## src/rtl/booth_mul_pkg.sv

```systemverilog
// booth_mul_pkg: shared definitions for the pipelined radix-4 Booth multiplier.
//   booth_digit_t  - radix-4 Booth digit {ZERO, POS1, POS2, NEG1, NEG2}
//   booth_encode() - maps the overlapping multiplier triple to a digit
//   npp()          - number of Booth partial products for a given width
//   csa_levels()   - number of 3:2 CSA levels to reduce the partial products
//                    plus the negate carry-in row down to two rows
package booth_mul_pkg;

    typedef enum logic [2:0] {
        ZERO,
        POS1,
        POS2,
        NEG1,
        NEG2
    } booth_digit_t;

    function automatic booth_digit_t booth_encode(input logic [2:0] bits);
        booth_digit_t d;
        case (bits)
            3'b001, 3'b010: d = POS1;
            3'b011:         d = POS2;
            3'b100:         d = NEG2;
            3'b101, 3'b110: d = NEG1;
            default:        d = ZERO;   // 000 and 111 (-0 is treated as 0)
        endcase
        return d;
    endfunction

    // Operands are extended by two bits, so WIDTH+2 bits give WIDTH/2+1 digits.
    function automatic int unsigned npp(input int unsigned width);
        return width / 2 + 1;
    endfunction

    // The extra row is the packed vector of negate carry-ins.
    function automatic int unsigned csa_levels(input int unsigned n_pp);
        int unsigned rows;
        int unsigned lv;
        rows = n_pp + 1;
        lv   = 0;
        while (rows > 2) begin
            rows = rows - rows / 3;
            lv   = lv + 1;
        end
        return lv;
    endfunction

endpackage

```

## src/rtl/booth_mul_pipe_pp_gen.sv

```systemverilog
// booth_pp_gen: one radix-4 Booth partial-product selector.
//   x    in  EW  extended multiplicand (sign- or zero-extended by two bits)
//   sel  in  3   multiplier triple {y[2i+1], y[2i], y[2i-1]}
//   pp   out EW  selected multiple, bit-inverted when the digit is negative
//   neg  out 1   carry-in that completes the two's complement negation
module booth_pp_gen
    import booth_mul_pkg::*;
#(
    parameter int unsigned EW = 34
) (
    input  logic [EW-1:0] x,
    input  logic [2:0]    sel,
    output logic [EW-1:0] pp,
    output logic          neg
);

    booth_digit_t digit;
    logic [EW-1:0] mag;

    always_comb begin
        digit = booth_encode(sel);
        mag   = '0;
        neg   = 1'b0;
        case (digit)
            POS1: mag = x;
            POS2: mag = {x[EW-2:0], 1'b0};
            NEG1: begin
                mag = x;
                neg = 1'b1;
            end
            NEG2: begin
                mag = {x[EW-2:0], 1'b0};
                neg = 1'b1;
            end
            default: mag = '0;
        endcase
        pp = neg ? ~mag : mag;
    end

endmodule

```

## src/rtl/booth_mul_pipe.sv

```systemverilog
// booth_mul_pipe: pipelined radix-4 Booth / CSA-tree multiplier, full 2*WIDTH product.
//   clk, rst              rising-edge clock, synchronous active-high reset
//   in_valid/in_ready     operand handshake; in_signed, in_x, in_y sampled on transfer
//   out_valid/out_ready   product handshake; out_result held while stalled
//   in_tag/out_tag        sideband tag travelling with each beat, present only
//                         when BOOTH_MUL_TAG_EN is defined
// Parameters: WIDTH (even, 8..64), STAGES (1..4), TAG_W.
module booth_mul_pipe
    import booth_mul_pkg::*;
#(
    parameter int unsigned WIDTH  = 32,
    parameter int unsigned STAGES = 3,
    parameter int unsigned TAG_W  = 4
) (
    input  logic                 clk,
    input  logic                 rst,
    input  logic                 in_valid,
    output logic                 in_ready,
    input  logic                 in_signed,
    input  logic [WIDTH-1:0]     in_x,
    input  logic [WIDTH-1:0]     in_y,
`ifdef BOOTH_MUL_TAG_EN
    input  logic [TAG_W-1:0]     in_tag,
    output logic [TAG_W-1:0]     out_tag,
`endif
    output logic                 out_valid,
    input  logic                 out_ready,
    output logic [2*WIDTH-1:0]   out_result
);

    localparam int unsigned EW   = WIDTH + 2;
    localparam int unsigned PW   = 2 * WIDTH;
    localparam int unsigned NPP  = npp(WIDTH);
    localparam int unsigned MAXR = NPP + 1;
    localparam int unsigned LV   = csa_levels(NPP);
    localparam logic [STAGES-1:0] ONES = '1;

    // Every pipeline stage carries the same row array; rows beyond the count
    // live at that CSA level are zero and trim away.
    typedef logic [MAXR-1:0][PW-1:0] rows_t;

    // Apply CSA levels lo..hi-1 to rows already at level lo.
    function automatic rows_t csa_reduce(input rows_t r, input int unsigned lo,
                                         input int unsigned hi);
        rows_t       cur;
        rows_t       nxt;
        int unsigned n;
        int unsigned g;
        cur = r;
        n   = MAXR;
        for (int unsigned l = 0; l < LV; l++) begin
            g = n / 3;
            if (l >= lo && l < hi) begin
                nxt = '0;
                for (int unsigned j = 0; j < MAXR / 3; j++) begin
                    if (j < g) begin
                        nxt[2*j]   = cur[3*j] ^ cur[3*j+1] ^ cur[3*j+2];
                        nxt[2*j+1] = ((cur[3*j] & cur[3*j+1]) | (cur[3*j] & cur[3*j+2]) |
                                      (cur[3*j+1] & cur[3*j+2])) << 1;
                    end
                end
                for (int unsigned j = 0; j < 2; j++) begin
                    if (j < n - 3 * g) nxt[2*g+j] = cur[3*g+j];
                end
                cur = nxt;
            end
            n = n - g;
        end
        return cur;
    endfunction

    function automatic logic [PW-1:0] cpa(input rows_t r);
        return r[0] + r[1];
    endfunction

    // CSA level reached at the output of middle stage k (k=0 is the PP stage).
    function automatic int unsigned bnd(input int unsigned k);
        int unsigned b;
        b = 0;
        if (STAGES > 2) b = (LV * k) / (STAGES - 2);
        return b;
    endfunction

    // ---------------- Booth partial products ----------------
    logic [EW-1:0]  xe;
    logic [EW:0]    yb;
    logic [EW-1:0]  pp [NPP];
    logic [NPP-1:0] neg;
    rows_t          lvl0;

    assign xe = {{2{in_signed & in_x[WIDTH-1]}}, in_x};
    assign yb = {{2{in_signed & in_y[WIDTH-1]}}, in_y, 1'b0};

    for (genvar i = 0; i < NPP; i++) begin : g_pp
        booth_pp_gen #(.EW(EW)) u_pp (
            .x   (xe),
            .sel (yb[2*i+2 -: 3]),
            .pp  (pp[i]),
            .neg (neg[i])
        );
    end

    always_comb begin
        lvl0 = '0;
        for (int unsigned i = 0; i < NPP; i++) begin
            lvl0[i] = {{(PW-EW){pp[i][EW-1]}}, pp[i]} << (2 * i);
            lvl0[MAXR-1][2*i] = neg[i];
        end
    end

    // ---------------- valid chain / handshake ----------------
    logic [STAGES-1:0] v;
    logic [STAGES-1:0] en;
    logic [STAGES-1:0] up_v;

    // Stage k may load iff some stage at or after k is empty or the output
    // drains; written flat rather than as a ripple chain.
    always_comb begin
        en = '0;
        for (int unsigned k = 0; k < STAGES; k++) begin
            en[k] = out_ready | (|(~v & (ONES << k)));
        end
    end

    assign up_v      = STAGES'({v, in_valid});
    assign in_ready  = en[0];
    assign out_valid = v[STAGES-1];

    always_ff @(posedge clk) begin
        if (rst) begin
            v <= '0;
        end else begin
            for (int unsigned k = 0; k < STAGES; k++) begin
                if (en[k]) v[k] <= up_v[k];
            end
        end
    end

    // ---------------- datapath registers ----------------
    if (STAGES == 1) begin : g_single
        always_ff @(posedge clk) begin
            if (rst) begin
                out_result <= '0;
            end else if (en[0] & in_valid) begin
                out_result <= cpa(csa_reduce(lvl0, 0, LV));
            end
        end
    end else begin : g_multi
        rows_t d    [STAGES-1];
        rows_t d_in [STAGES-1];

        assign d_in[0] = lvl0;
        for (genvar k = 1; k < STAGES - 1; k++) begin : g_mid
            assign d_in[k] = csa_reduce(d[k-1], bnd(k - 1), bnd(k));
        end

        always_ff @(posedge clk) begin
            if (rst) begin
                for (int unsigned k = 0; k < STAGES - 1; k++) d[k] <= '0;
                out_result <= '0;
            end else begin
                for (int unsigned k = 0; k < STAGES - 1; k++) begin
                    if (en[k] & up_v[k]) d[k] <= d_in[k];
                end
                if (en[STAGES-1] & v[STAGES-2]) begin
                    out_result <= cpa(csa_reduce(d[STAGES-2], bnd(STAGES - 2), LV));
                end
            end
        end
    end

`ifdef BOOTH_MUL_TAG_EN
    logic [TAG_W-1:0] tag_q [STAGES];

    always_ff @(posedge clk) begin
        if (rst) begin
            for (int unsigned k = 0; k < STAGES; k++) tag_q[k] <= '0;
        end else begin
            for (int unsigned k = 0; k < STAGES; k++) begin
                if (en[k] & up_v[k]) tag_q[k] <= (k == 0) ? in_tag : tag_q[k-1];
            end
        end
    end

    assign out_tag = tag_q[STAGES-1];
`endif

endmodule
```

## config.mk

```make
export PLATFORM = sky130hd
export DESIGN_NAME = booth_mul_pipe
export DESIGN_NICKNAME = d
export VERILOG_FILES = /design/src/rtl/booth_mul_pkg.sv /design/src/rtl/booth_mul_pipe_pp_gen.sv /design/src/rtl/booth_mul_pipe.sv
export SDC_FILE = /design/constraint.sdc
export NUM_CORES = 2
export LEC_CHECK = 0
export CORE_ASPECT_RATIO = 0.8
export CORE_MARGIN = 10
export CORE_UTILIZATION = 30
export DETAILED_ROUTE_END_ITERATION = 8
export DONT_BUFFER_PORTS = 1
export GPL_TIMING_DRIVEN = 0
export HOLD_SLACK_MARGIN = 0.02
export PLACE_DENSITY_LB_ADDON = 0.08
export SLEW_MARGIN = 10
export SYNTH_ARGS = -nofsm -noshare
export SYNTH_HDL_FRONTEND = slang
export SYNTH_HIERARCHICAL = 1
export SYNTH_SLANG_ARGS = --single-unit
```

## constraint.sdc

```tcl
create_clock -name clk -period 23.7 [get_ports clk]
set_input_delay 4.74 -clock clk [delete_from_list [all_inputs] [get_ports clk]]
set_output_delay 4.74 -clock clk [all_outputs]
set_load 0.01 [all_outputs]
```

# Yosys cells after proc, flatten, opt, wreduce, memory -nomap -nowiden

Memories as Yosys holds them, arrays and structs flattened.
Index checks and enable logic that the tools add are counted.

Add/subtract/negate cells: 1
Equality and inequality tests: 167
Muxes and demuxes: 78
Bitwise logic cells: 140
Reduce and logical (&&, ||, !) cells: 85

Operators by type and width:

| operator                                             | count |
|---|---|
| AND 63 bit                                           | 48 |
| bitwise XOR 64 bit                                   | 32 |
| bitwise OR 63 bit                                    | 32 |
| two-way mux 834 bit                                  | 2 |
| one-hot mux 34 bit (2 select lines)                  | 16 |
| two-way mux 34 bit                                   | 16 |
| NOT 34 bit                                           | 16 |
| equality test 3 x 2 -> 1 bit (second input constant) | 66 |
| equality test 3 bit (second input constant)          | 65 |
| one-hot mux 3 bit (4 select lines)                   | 16 |
| OR reduction 2 bit                                   | 84 |
| equality test 3 x 1 -> 1 bit (second input constant) | 33 |
| adder 64 bit                                         | 1 |
| one-hot mux 32 bit (2 select lines)                  | 1 |
| two-way mux 32 bit                                   | 1 |
| NOT 32 bit                                           | 1 |
| two-way mux 1 bit                                    | 25 |
| one-hot mux 3 bit (3 select lines)                   | 1 |
| AND 1 bit                                            | 5 |
| bitwise OR 1 bit                                     | 5 |
| equality test 2 bit (second input constant)          | 2 |
| NOT 3 bit                                            | 1 |
| OR reduction 3 bit                                   | 1 |
| equality test 2 x 1 -> 1 bit (second input constant) | 1 |

Flip-flop bits (word level): 67
Bits in writable memories: 1668
Bits of input ports: 69
Output and inout bits: 66
Logic and storage cells: 476
Memories kept: 1

Memories:

| memory    | depth | bits a word | read ports | clocked after Yosys merged registers in | wr ports | line                  | text |
|---|---|---|---|---|---|---|---|
| g_multi.d | 2     | 834         | 2          | 0                                       | 2        | booth_mul_pipe.sv:149 | `rows_t d [STAGES-1];` |

# Depth between registers and ports, before layout

An unclocked memory read counts as a cell.

Word-level depth: 20
Mapped depth: 15

# By module

Netlist, hierarchy kept.

By module, submodules not included:

| module         | instances | cells each | area an instance (µm²) | seq. area each (µm²) |
|---|---|---|---|---|
| booth_mul_pipe | 1         | 3757       | 47904.7                | 22841.9 |
| booth_pp_gen   | 17        | 128        | 1231.2                 | 0.0 |

# Worst setup path after synthesis

OpenSTA, ideal clock, no wires.

Path type: input to register
From: input rst
To: memory g_multi.d[0][0] (netlist name) (enable)
Arrival time: 17.077 ns
Setup slack: 5.661 ns
Stages on the path: 3
Cells stage by stage: clkbuf_1 > clkbuf_1 > a21o_1

RTL lines:

| what               | line                  | text |
|---|---|---|
| start: declaration | booth_mul_pipe.sv:16  | `input logic rst,` |
| end: declaration   | booth_mul_pipe.sv:149 |  |

# Worst setup path after layout

From: input out_ready
To: output in_ready

Cells in the longest elaborated chain, start to end: 1

Ends and longest elaborated chain:

| what               | line                  | text |
|---|---|---|
| start: declaration | booth_mul_pipe.sv:27  | `input logic out_ready,` |
| bitwise OR 1 bit   | booth_mul_pipe.sv:121 | `en[k] = out_ready \| (\|(~v & (ONES << k)));` |
| end: declaration   | booth_mul_pipe.sv:18  | `output logic in_ready,` |

No other way between the ends.

==> flow_summary_export.csv <==
group,metric,value,unit
status,status,"finished, final reports clean",
critical_path,timing.rr.end,"g_multi.d[0][891]",
logic_synthesis,syn_inst,5927,
timing,max_slew_margin,0.163,
cts,cts_hold_buf,0,
grt,grt_util_all_layers,0.201,
final_layout,nets,6843,
grt,antenna_found_initial,26,
grt,overflow,0,
place,dp_hpwl,195000,um
min_path,min_path_type,"reg2reg",
critical_path,max_stage_delay,0.29,ns
timing,clock-skew-final,0.0379,ns
critical_path,crit_fanout,6,
timing,finalCritPeriodShare,0.430,
critical_path,critPathBufInv,1,
timing,hold_violations,0,
grt,grt_pass1_wl,365000,um
critical_path,start_kind,"primary input",
final_layout,syn_to_final_growth,11.0,%
timing,tightestPinTransition,1.26,ns
critical_path,critPathSlowestCell,"nor2b_1",
grt,grt_pass1_vias,46800,
critical_path,cp.required,18.96,ns
cts,path_clk_slew,0.06,ns
die,design.die.area,249000,um^2
critical_path,end_kind,"primary output",
place,io_buffers,0,
die,initial_core_util,0.301,
critical_path,path_delay_family,"simple AND/OR/NAND/NOR gates",
die,core_area,228000,um^2
cts,cts_buffer_depth,3,
min_path,worstHoldPathCells,2,
route,wl_per_cell,28.0,um
timing,setup_violations,0,
route,wl,257000,um
logic_synthesis,syn-cell-area,68800,um^2
power,ir_drop,0.136,mV
critical_path,reg2reg_slack,18.40,ns
critical_path,cp-startpoint,"out_ready",
final_layout,fill_cells,23000,
route,drtPass1Iterations,5,
cts,cts_tree,"built",
route,drtIter0Drc,3840,
power,powerDensity,114,nW/um^2
cts,htree_levels,3,
final_layout,fin_util,0.334,
logic_synthesis,ys_warn_count,6,
route,vias_per_cell,5.13,
die,die_y,448,um
timing,rsz0062_at_grt,"no",
cts,clock_latency,0.76,ns
timing,fmax,98.0,MHz
cts,cts_sinks,783,
place,dp.cells,8965,
power,power_leakage,28.1,nW
die,die_x,555,um
place,gp_congestion,0.826,
critical_path,critPathArrivalTime,5.46,ns
min_path,min_to,"out_result[5]",
critical_path,critical_path_class,"in2out",
cts,cts_buffers,101,
cts,clock-root-buffer,"clkbuf_16",
critical_path,r2r_cells,11,
min_path,worstHoldStart,"out_result[5]",
critical_path,crit_chain,"nor2b_1 > and3_1 > inv_1",
final_layout,fin_cells,9161,
route,route.vias.total,47000,
critical_path,rr_startpoint,"g_multi.d[0][63]",
route,drc,0,
grt,grt_max_degree,66,
die,ios,135,
timing,drv_slew,0,
logic_synthesis,avgSynthCellArea,11.6,um^2
cts,cts_resized,0,
cts,post_cts.repair.setup_buffers,0,
timing,period_minus_slack,10.20,ns
flow_run,max_cap_violations,0,
route,ant_nets,0,
die,rows,157,
final_layout,drive_gt1_frac,0.160,
-- layout make-up --
class | count | area, um^2 | area share
clock buffer | 117 | 2630 | 0.0344
multi-input combinational | 3867 | 40400 | 0.530
timing repair buffer | 16 | 399 | 0.00523
tap | 3021 | 3780 | 0.0495
buffer | 518 | 2680 | 0.0351
antenna | 10 | 25.0 | 0.000328
clock inverter | 69 | 689 | 0.00903
sequential | 783 | 22800 | 0.299
inverter | 760 | 2850 | 0.0374
-- how the worst max path moves through the flow --
stage	to	slack, ns	cells after the start
6_report	in_ready	13.50	3
5_1_grt	in_ready	13.42	3
4_1_cts	in_ready	13.52	3
3_5_place_dp	in_ready	13.52	3
3_3_place_gp	g_multi.d[0][573]	-2.31	3
2_1_floorplan	g_multi.d[0][0]	5.66	3
-- cell usage in the layout (no fill, tap or decap), types with 17 or more instances in the layout --
cell / instances
o221ai_2: 510
buf_6: 53
nand2_1: 113
nor2_1: 70
o221ai_1: 51
mux2_1: 17
xnor2_2: 17
inv_1: 760
xnor2_1: 622
clkinv_2: 24
o21ai_0: 46
a21o_1: 21
a21boi_1: 17
dfxtp_1: 67
nand4b_1: 559
a21oi_1: 139
or3b_1: 17
clkbuf_1: 267
fa_1: 551
buf_2: 190
and2_1: 718
ha_1: 176
clkbuf_16: 101
edfxtp_1: 716
a22o_1: 28
xor2_1: 29
nand4_1: 20
-- sequential cells by signal, summed over array words and instances (netlist names) --
register	flops
g_multi.d	716
v	3
out_result	64
-- worst reg2reg max path, cell delays in order, from the launching register on --
cell      delay, ns
edfxtp_1       0.54
fa_1           0.79
inv_1          0.16
fa_1           0.56
fa_1           0.82
inv_1          0.42
fa_1           0.59
inv_1          0.05
fa_1           0.49
inv_1          0.06
fa_1           0.42
and2_1         0.14
-- where the power goes --
group          total [W]  internal [W]  switching, W
logic            0.00520       0.00203       0.00318
registers        0.00193       0.00181      0.000121
clock network    0.00159      0.000906      0.000682
-- through the flow --
step                      total power, W  TNS (ns)  hold slack (ns)  cell area [um^2]  worst slack, ns
after floorplan                  0.00482         0            0.471             68800             5.66
after global placement           0.00719  -1272.21            0.494             72600            -2.31
after detailed placement         0.00717         0            0.496             73000            13.52
after CTS                        0.00879         0            0.511             76300            13.52
after global routing             0.00942         0            0.532             76300            13.42
final                            0.00872         0            0.506             76300            13.50
-- layer usage --
metal,vias up,wire [um],global-route usage
met5,-,12,0
met4,2,3610,0.0287
met3,180,13500,0.0255
met2,1177,99200,0.270
met1,24400,140000,0.338
li1,21300,-,-
Power figures use the tool's default switching activity.
